File: src/rtl/imem_fetch_controller.sv
// ---------------------------------------------------------------------------
// imem_fetch_controller
//
// Owns the single port of the word-aligned, wrapping instruction memory.
// LOAD mode: the boot loader writes program words through the port.
// RUN mode: sequential words are prefetched into a small FIFO and handed to
// decode. A branch redirect flushes the FIFO and restarts fetch at a new PC.
//
// Handshakes: a transfer happens on a rising clk edge where valid & ready
// are both high. Valid never waits for ready; ready may depend on valid.
//   load_valid/load_ready : loader -> memory write
//   inst_valid/inst_ready : FIFO head -> decode
//
// Ports
//   clk, rst                        clock, async active-high reset
//   run                             1 = RUN (fetch), 0 = LOAD (program write)
//   load_valid/ready/addr/data      loader write channel (byte address)
//   imem_addr/wr_en/wr_data/rd_en   memory port; read data returns 1 cycle later
//   imem_rd_data                    read data
//   redirect_valid/redirect_pc      taken branch/jump, new fetch PC
//   inst_valid/ready/data/pc        instruction stream to decode
//
// Build option
//   IMEM_LOAD_IN_RUN_EN : loader writes are also accepted in RUN. A write
//   takes the port ahead of fetch, flushes the FIFO and re-fetches from the
//   oldest unconsumed instruction so modified code is picked up.
// ---------------------------------------------------------------------------
module imem_fetch_controller #(
    parameter int          ADDR_BITS  = 5,
    parameter int          FIFO_DEPTH = 4,
    parameter logic [31:0] RESET_PC   = 32'h0
) (
    input  logic                 clk,
    input  logic                 rst,
    input  logic                 run,
    input  logic                 load_valid,
    output logic                 load_ready,
    input  logic [31:0]          load_addr,
    input  logic [31:0]          load_data,
    output logic [ADDR_BITS-1:0] imem_addr,
    output logic                 imem_wr_en,
    output logic [31:0]          imem_wr_data,
    output logic                 imem_rd_en,
    input  logic [31:0]          imem_rd_data,
    input  logic                 redirect_valid,
    input  logic [31:0]          redirect_pc,
    output logic                 inst_valid,
    input  logic                 inst_ready,
    output logic [31:0]          inst_data,
    output logic [31:0]          inst_pc
);

    localparam int PTR_W = (FIFO_DEPTH > 1) ? $clog2(FIFO_DEPTH) : 1;
    localparam int CNT_W = PTR_W + 1;

    typedef enum logic {
        ST_LOAD = 1'b0,
        ST_RUN  = 1'b1
    } state_t;

    state_t state, state_next;

    logic [31:0]      fetch_pc, fetch_pc_next;
    logic             epoch;
    logic             inflight;
    logic [31:0]      tag_pc;
    logic             tag_epoch;
    logic [PTR_W-1:0] rd_ptr, wr_ptr;
    logic [CNT_W-1:0] count;
    logic [31:0]      fifo_data [FIFO_DEPTH];
    logic [31:0]      fifo_pc   [FIFO_DEPTH];

    logic             in_run;
    logic             load_in_run;
    logic             run_write;
    logic             write_en;
    logic             run_fall;
    logic             redirect_take;
    logic             flush;
    logic             issue;
    logic             rsp_push;
    logic             push;
    logic             pop;
    logic [CNT_W:0]   occupancy;

    // Address bits outside the word index are don't-care by design.
    logic unused_addr_bits;
    assign unused_addr_bits = ^{load_addr[31:ADDR_BITS+2], load_addr[1:0], redirect_pc[1:0]};

    assign in_run = (state == ST_RUN);

`ifdef IMEM_LOAD_IN_RUN_EN
    assign load_in_run = 1'b1;
`else
    assign load_in_run = 1'b0;
`endif

    assign load_ready    = ~rst & (~in_run | load_in_run);
    assign write_en      = load_valid & load_ready;
    assign run_write     = write_en & in_run;
    assign run_fall      = in_run & ~run;
    assign redirect_take = in_run & run & redirect_valid;

    // Every event that invalidates prefetched words; each also toggles the
    // epoch so a response still on its way back is discarded.
    assign flush = (~in_run & run) | run_fall | redirect_take | run_write;

    // count + inflight bounds the FIFO: a read is only launched when its
    // data is guaranteed a slot, so a push into a full FIFO cannot happen
    // without a simultaneous pop.
    assign occupancy = {1'b0, count} + {{CNT_W{1'b0}}, inflight};
    assign issue     = in_run & run & ~redirect_valid & ~run_write &
                       (occupancy < (CNT_W+1)'(FIFO_DEPTH));

    assign rsp_push   = inflight & (tag_epoch == epoch);
    assign push       = rsp_push & ~flush;
    assign inst_valid = in_run & (count != '0);
    assign pop        = inst_valid & inst_ready & ~flush;

    assign inst_data = inst_valid ? fifo_data[rd_ptr] : 32'h0;
    assign inst_pc   = inst_valid ? fifo_pc[rd_ptr]   : 32'h0;

    // Memory port mux: a loader write owns the port in its cycle.
    assign imem_wr_en   = write_en;
    assign imem_wr_data = write_en ? load_data : 32'h0;
    assign imem_rd_en   = issue;
    assign imem_addr    = write_en ? load_addr[ADDR_BITS+1:2] :
                          issue    ? fetch_pc[ADDR_BITS+1:2]  : '0;

`ifdef IMEM_LOAD_IN_RUN_EN
    // PC of the oldest instruction decode has not yet taken, looking past
    // the head when it is being popped this very cycle.
    logic [31:0]      oldest_pc;
    logic [PTR_W-1:0] rd_ptr_plus1;

    assign rd_ptr_plus1 = rd_ptr + PTR_W'(1);

    always_comb begin
        oldest_pc = fetch_pc;
        if (count > CNT_W'(1) || (count == CNT_W'(1) && !(inst_valid && inst_ready)))
            oldest_pc = (inst_valid && inst_ready) ? fifo_pc[rd_ptr_plus1] : fifo_pc[rd_ptr];
        else if (rsp_push)
            oldest_pc = tag_pc;
    end
`endif

    // Next-state and next fetch PC.
    always_comb begin
        state_next    = state;
        fetch_pc_next = fetch_pc;
        case (state)
            ST_LOAD: begin
                if (run) begin
                    state_next    = ST_RUN;
                    fetch_pc_next = RESET_PC;
                end
            end
            ST_RUN: begin
                if (!run) begin
                    state_next = ST_LOAD;
                end else if (redirect_valid) begin
                    fetch_pc_next = {redirect_pc[31:2], 2'b00};
                end else if (run_write) begin
`ifdef IMEM_LOAD_IN_RUN_EN
                    fetch_pc_next = oldest_pc;
`endif
                end else if (issue) begin
                    fetch_pc_next = fetch_pc + 32'd4;
                end
            end
            default: state_next = ST_LOAD;
        endcase
    end

    always_ff @(posedge clk or posedge rst) begin
        if (rst) begin
            state     <= ST_LOAD;
            fetch_pc  <= RESET_PC;
            epoch     <= 1'b0;
            inflight  <= 1'b0;
            tag_pc    <= 32'h0;
            tag_epoch <= 1'b0;
            rd_ptr    <= '0;
            wr_ptr    <= '0;
            count     <= '0;
        end else begin
            state    <= state_next;
            fetch_pc <= fetch_pc_next;
            epoch    <= epoch ^ flush;
            inflight <= issue;
            if (issue) begin
                tag_pc    <= fetch_pc;
                tag_epoch <= epoch;
            end
            if (flush) begin
                rd_ptr <= '0;
                wr_ptr <= '0;
                count  <= '0;
            end else begin
                if (push) wr_ptr <= wr_ptr + PTR_W'(1);
                if (pop)  rd_ptr <= rd_ptr + PTR_W'(1);
                count <= count + {{(CNT_W-1){1'b0}}, push} - {{(CNT_W-1){1'b0}}, pop};
            end
        end
    end

    // FIFO storage needs no reset: contents are only visible while count != 0.
    always_ff @(posedge clk) begin
        if (push) begin
            fifo_data[wr_ptr] <= imem_rd_data;
            fifo_pc[wr_ptr]   <= tag_pc;
        end
    end

endmodule
File: config.mk
export PLATFORM = sky130hd
export DESIGN_NAME = imem_fetch_controller
export DESIGN_NICKNAME = d
export VERILOG_FILES = /design/src/rtl/imem_fetch_controller.sv
export SDC_FILE = /design/constraint.sdc
export NUM_CORES = 1
export LEC_CHECK = 0
export ABC_AREA = 1
export CAP_MARGIN = 25
export CORE_MARGIN = 2
export CORE_UTILIZATION = 30
export DETAILED_ROUTE_END_ITERATION = 8
export GPL_TIMING_DRIVEN = 0
export HOLD_SLACK_MARGIN = 0.12
export PLACE_DENSITY = 0.59
export SLEW_MARGIN = 0
export SYNTH_ARGS = -nofsm -noshare
export SYNTH_HDL_FRONTEND = slang
export SYNTH_SLANG_ARGS = --single-unit
File: constraint.sdc
create_clock -name clk -period 14.9 [get_ports clk]
set_clock_uncertainty 0.2 [all_clocks]
set_input_delay 2.98 -clock clk [delete_from_list [all_inputs] [get_ports clk]]
set_output_delay 2.98 -clock clk [all_outputs]
set_load 0.03 [all_outputs]
### Word level (Yosys, flattened, before mapping)

Memory sizes are Yosys's and may differ from the RTL's.
Index checks and enable logic that the tools add are counted.

* magnitude comparators: 1
* muxes and demuxes: 19
* bitwise logic cells: 25
* reductions and logical operators: 4
* equality and inequality tests: 5
* add/subtract/negate cells: 6

Operators with widths (count)
* $mux 32: 8
* $pmux 32 s2: 1
* $add 32x3->32 const B: 1
* $and 1x1->1: 15
* $mux 5: 2
* $mux 2: 4
* $not 1->1: 6
* $add 2x1->2 const B: 2
* $add 3x1->4: 1
* $lt 4x3->1 const B: 1
* $ne 2x2->1 const B: 2
* $reduce_and 4->1: 1
* $reduce_bool 2->1: 2
* $add 3x1->3: 1
* $mux 1: 3
* $mux 3: 1
* $ne 3x2->1 const B: 1
* $ne 3x3->1 const B: 1
* $or 1x1->1: 3
* $reduce_bool 3->1: 1
* $sub 3x1->3: 1
* $eq 1x1->1: 1
* $xor 1x1->1: 1

* register bits after elaboration: 75
* input port bits: 134
* output and inout bits: 105
* bits in writable memories: 256
* memories kept: 2
* word-level logic and storage cells: 71

Memories
* fifo_data: words 4, width 32, read ports 1, clocked after memory_dff 0, wr ports 1, RTL line 70 `logic [31:0] fifo_data [FIFO_DEPTH];`
* fifo_pc: words 4, width 32, read ports 1, clocked after memory_dff 0, wr ports 1, RTL line 71 `logic [31:0] fifo_pc [FIFO_DEPTH];`

### Longest topological paths before layout

* depth in word-level cells: 12
* mapped depth: 14

### Worst setup path before layout

Ideal clock, no wire load.

* path type: input -> output
* start point: in run
* end point: out imem_addr[1]
* data arrival time: 4.619 ns
* cell stages on the path: 10
* required time: 11.720 ns
* slack: 7.101 ns
* path buffers: 1
* cells stage by stage: ha_1 inv_1 nor2_1 nand2_1 inv_1 nand3_2 buf_2 inv_1 nand2_1 o21ai_0

* word-level cells in the longest chain between the ends: 6

RTL lines
* from (decl): RTL line 35 `input logic run,`
* $and 1x1->1 (4 in series): RTL line 112 `assign issue = in_run & run & ~redirect_valid & ~run_write &`
* via imem_rd_en: RTL line 43 `output logic imem_rd_en,`
* $mux 5: RTL line 128 `issue ? fetch_pc[ADDR_BITS+1:2] : '0;`
* $mux 5: RTL line 127 `assign imem_addr = write_en ? load_addr[ADDR_BITS+1:2] :`
* to (decl): RTL line 40 `output logic [ADDR_BITS-1:0] imem_addr,`

The timed path passes the listed nets, and every way through them passes these cells.

### Final worst setup path

* start point: in run
* end point: out imem_addr[1]

* word-level cells in the longest chain between the ends: 6

RTL lines (RTL line)
* $and 1x1->1 (4 in series): 112
* $mux 5: 128
* $mux 5: 127

No other way between the ends.

==> impl_metrics.ini <==
[place]
gp_congestion = 0.888
portBuffers = 206
placed_cells = 2231
dpl.hpwl_um = 27200

[grt]
grt_pass1_vias = 10600
grt_antenna_before_repair = 0
grt_start_max_net_pins = 52
grt_usage_pct = 16.1
grt_overflow = 0
grt_pass1_wl_um = 59500

[worst_setup_path]
cp_top_family = buffers and inverters
cp-start-kind = input pin
r2r_end = fifo_data[2][12]
crit_buf_inv = 6
critical_path_depth = 12
path_cells = clkdlybuf4s50_1 -> ha_1 -> inv_1 -> nor2_1 -> nand2_1 -> inv_1 -> nand3_2 -> buf_2 -> inv_1 -> nand2_1 -> o21ai_0 -> clkdlybuf4s50_1
arrival_ns = 5.57
worstRegToRegCells = 9
worstSetupEndpoint = imem_addr[1]
cp_slowest_cell = clkdlybuf4s50_1
r2r_setup_slack_ns = 11.34
end_kind = primary output
r2r-start = in_run
crit_fanout = 10
cp-startpoint = run
worst_path_most_repeated_cell = inv_1
max_stage_delay_ns = 0.70
required_ns = 11.72
path_class = in -> out

[synth]
synth_area_mm2 = 0.0140
post-synth-top-area-cell = edfxtp_1
yosysSeqAreaShare_pct = 65.8
ys_seq_elements = 319
ys_top_cells_by_area = edfxtp_1 53%, dfrtp_1 13%, nor2_1 9.8%, o21ai_0 6.1%, nand2_1 6.1%
syn-instance-count = 1408
synth_cell_types = 36
synth_area_per_cell_um2 = 9.96
synth.top_cell.area_share_pct = 53.1
ys_warn_count = 0

[sta]
drv_slew = 0
hold_viol_final = 0
rsz0062_at_grt = false
fin_crit_sh_pct = 58.7
fin_setup_tns_ns = 0
max_freq_mhz = 114
worstMarginPinSlew_ns = 0.890
slew_headroom_pct = 40.5
period_minus_slack_ns = 8.75
finalSetupViolCount = 0

[routing]
vias = 10600
routed_wl_um = 38600
ant_nets = 0
wire_per_inst_um = 16.8
drt_pre_antenna_iters = 7
drc_errors = 0
via_per_inst = 4.63
drtIter0Drc = 803

[floorplan]
start_util_pct = 30.2
die_area_mm2 = 0.0485
die-width_um = 220
fp-row-count = 79
fp.coreArea_mm2 = 0.0464
ios = 239
die_h_um = 220

[power_and_ir_drop]
power_density_mw_per_mm2 = 114
ir_drop_v = 0.0000639
p_leak_nw = 6.86

[min_path]
hold_path_startpoint = fetch_pc[31]
hold_path.class = reg -> reg

[finish]
diodes = 0
fin_nets = 1809
area_growth_syn_to_layout_pct = 29.8
fin_cells = 2292
drive_gt1_share_pct = 6.71

[outcome]
status = finished clean

[clock_tree]
clkSlewWorstSetupHoldPaths_ns = 0.06
htreeDepth = 2
clockBufferDepth = 3
clockRootBuffer = clkbuf_16
cts_hold_buf = 0
cts_setup_buffers = 0
clock_sinks = 319
cts_tree = yes
cts_buffers = 37
insertion_delay_ns = 0.53
ctsResizeCount = 0

[job]
cap_violations = 0
[worst min-delay path: stages (launching register included)]
cell and delay [ns]:
dfrtp_1 0.36, nand2_1 0.06, nand2_1 0.06
[logic make-up (layout without fill, tap and decap cells)]
family,count (synthesis),after routing,synth area share (%)
other,1,2,0.0267
buffers and inverters,168,444,5.03
muxes,1,1,0.0714
AOI/OAI and AO/OA,249,249,9.00
adders and majority gates,12,12,1.12
DFF,319,319,65.8
xor gates and xnor gates,5,5,0.312
and+or+nand+nor,653,653,18.7
[sequential cells by signal (all words and copies together) (netlist names)]
name / count
fetch_pc: 30
tag_pc: 30
epoch: 1
inflight: 1
fifo_data: 128
fifo_pc: 120
rd_ptr: 2
count: 3
tag_epoch: 1
wr_ptr: 2
in_run: 1
[cell usage after synthesis, drive strengths merged]
| library cell | number |
|---|---|
| a21oi | 66 |
| and2 | 1 |
| buf | 35 |
| clkbuf | 36 |
| clkinv | 3 |
| conb | 1 |
| dfrtp | 71 |
| edfxtp | 248 |
| fa | 1 |
| ha | 11 |
| inv | 94 |
| mux2i | 1 |
| nand2 | 232 |
| nand3 | 43 |
| nand4 | 4 |
| nor2 | 372 |
| nor3 | 1 |
| o21ai | 176 |
| o21bai | 1 |
| o22ai | 2 |
| o31ai | 4 |
| xnor2 | 1 |
| xor2 | 4 |
[report_power, final]
group	switching, mW	leakage [nW]	internal, mW
Combinational	0.114	3.11	0.0758
Sequential	0.0405	3.20	1.01
Clock	0.340	0.544	0.492
[worst min path at each step]
| stage | cells past startpoint | end | slack, ns |
|---|---|---|---|
| 4_1_cts | 2 | fetch_pc[31] | 0.32 |
| 3_3_place_gp | 2 | fetch_pc[31] | 0.29 |
| 2_1_floorplan | 2 | fetch_pc[31] | 0.27 |
| 6_report | 2 | fetch_pc[31] | 0.31 |
| 3_5_place_dp | 2 | fetch_pc[31] | 0.30 |
| 5_1_grt | 2 | fetch_pc[31] | 0.34 |
[through the flow]
step | hold slack [ns] | area, um^2 | worst slack [ns] | total power [mW] | util, %
2_1_floorplan | 0.271 | 14000 | 7.10 | 1.16 | -
4_1_cts | 0.316 | 18200 | 6.13 | 2.10 | 39.3
3_3_place_gp | 0.291 | 16800 | 4.53 | 1.25 | 36.3
5_1_grt | 0.345 | 18200 | 5.97 | 2.16 | 39.3
3_5_place_dp | 0.300 | 17100 | 6.16 | 1.26 | 36.8
6_report | 0.314 | 18200 | 6.15 | 2.07 | 39.3
[area by class of cell]
| type | count | area, um^2 |
|---|---|---|
| buffer | 71 | 340 |
| clock buffer | 47 | 1000 |
| clock inverter | 14 | 110 |
| fill | 4515 | 28200 |
| inverter | 97 | 368 |
| multi-input combinational | 922 | 4130 |
| sequential | 319 | 9220 |
| tap | 607 | 759 |
| timing repair buffer | 215 | 2260 |
[per-layer routing]
layer / global-route usage (%) / share of wire [%]
met5: 0 / 0
met4: 6.00 / 3.0
met3: 3.13 / 6.0
met2: 27.1 / 47
met1: 20.5 / 44
[layout by cell type (no fill, tap or decap), types with 2 or more instances in the layout]
cell             Yosys  final
nor2_1             365    361
edfxtp_1           248    248
nand2_1            228    228
clkdlybuf4s50_1      0    206
o21ai_0            171    171
inv_1               91     90
dfrtp_1             71     71
a21oi_1             66     66
clkbuf_1            35     42
nand3_1             39     39
clkbuf_16            0     38
buf_2               24     24
ha_1                11     11
nor2_4               5      9
clkinv_1             2      7
buf_12               0      6
clkinv_2             1      5
buf_1                5      5
o21ai_1              5      5
nand4_1              4      4
nand3_2              4      4
o31ai_1              4      4
xor2_1               4      4
buf_6                3      3
inv_2                3      3
clkbuf_8             1      3
buf_4                3      3
buf_16               0      3
nand2_2              2      2
nand2_4              2      2
o22ai_1              2      2
conb_1               1      2
(Power assumes the default switching activity.)
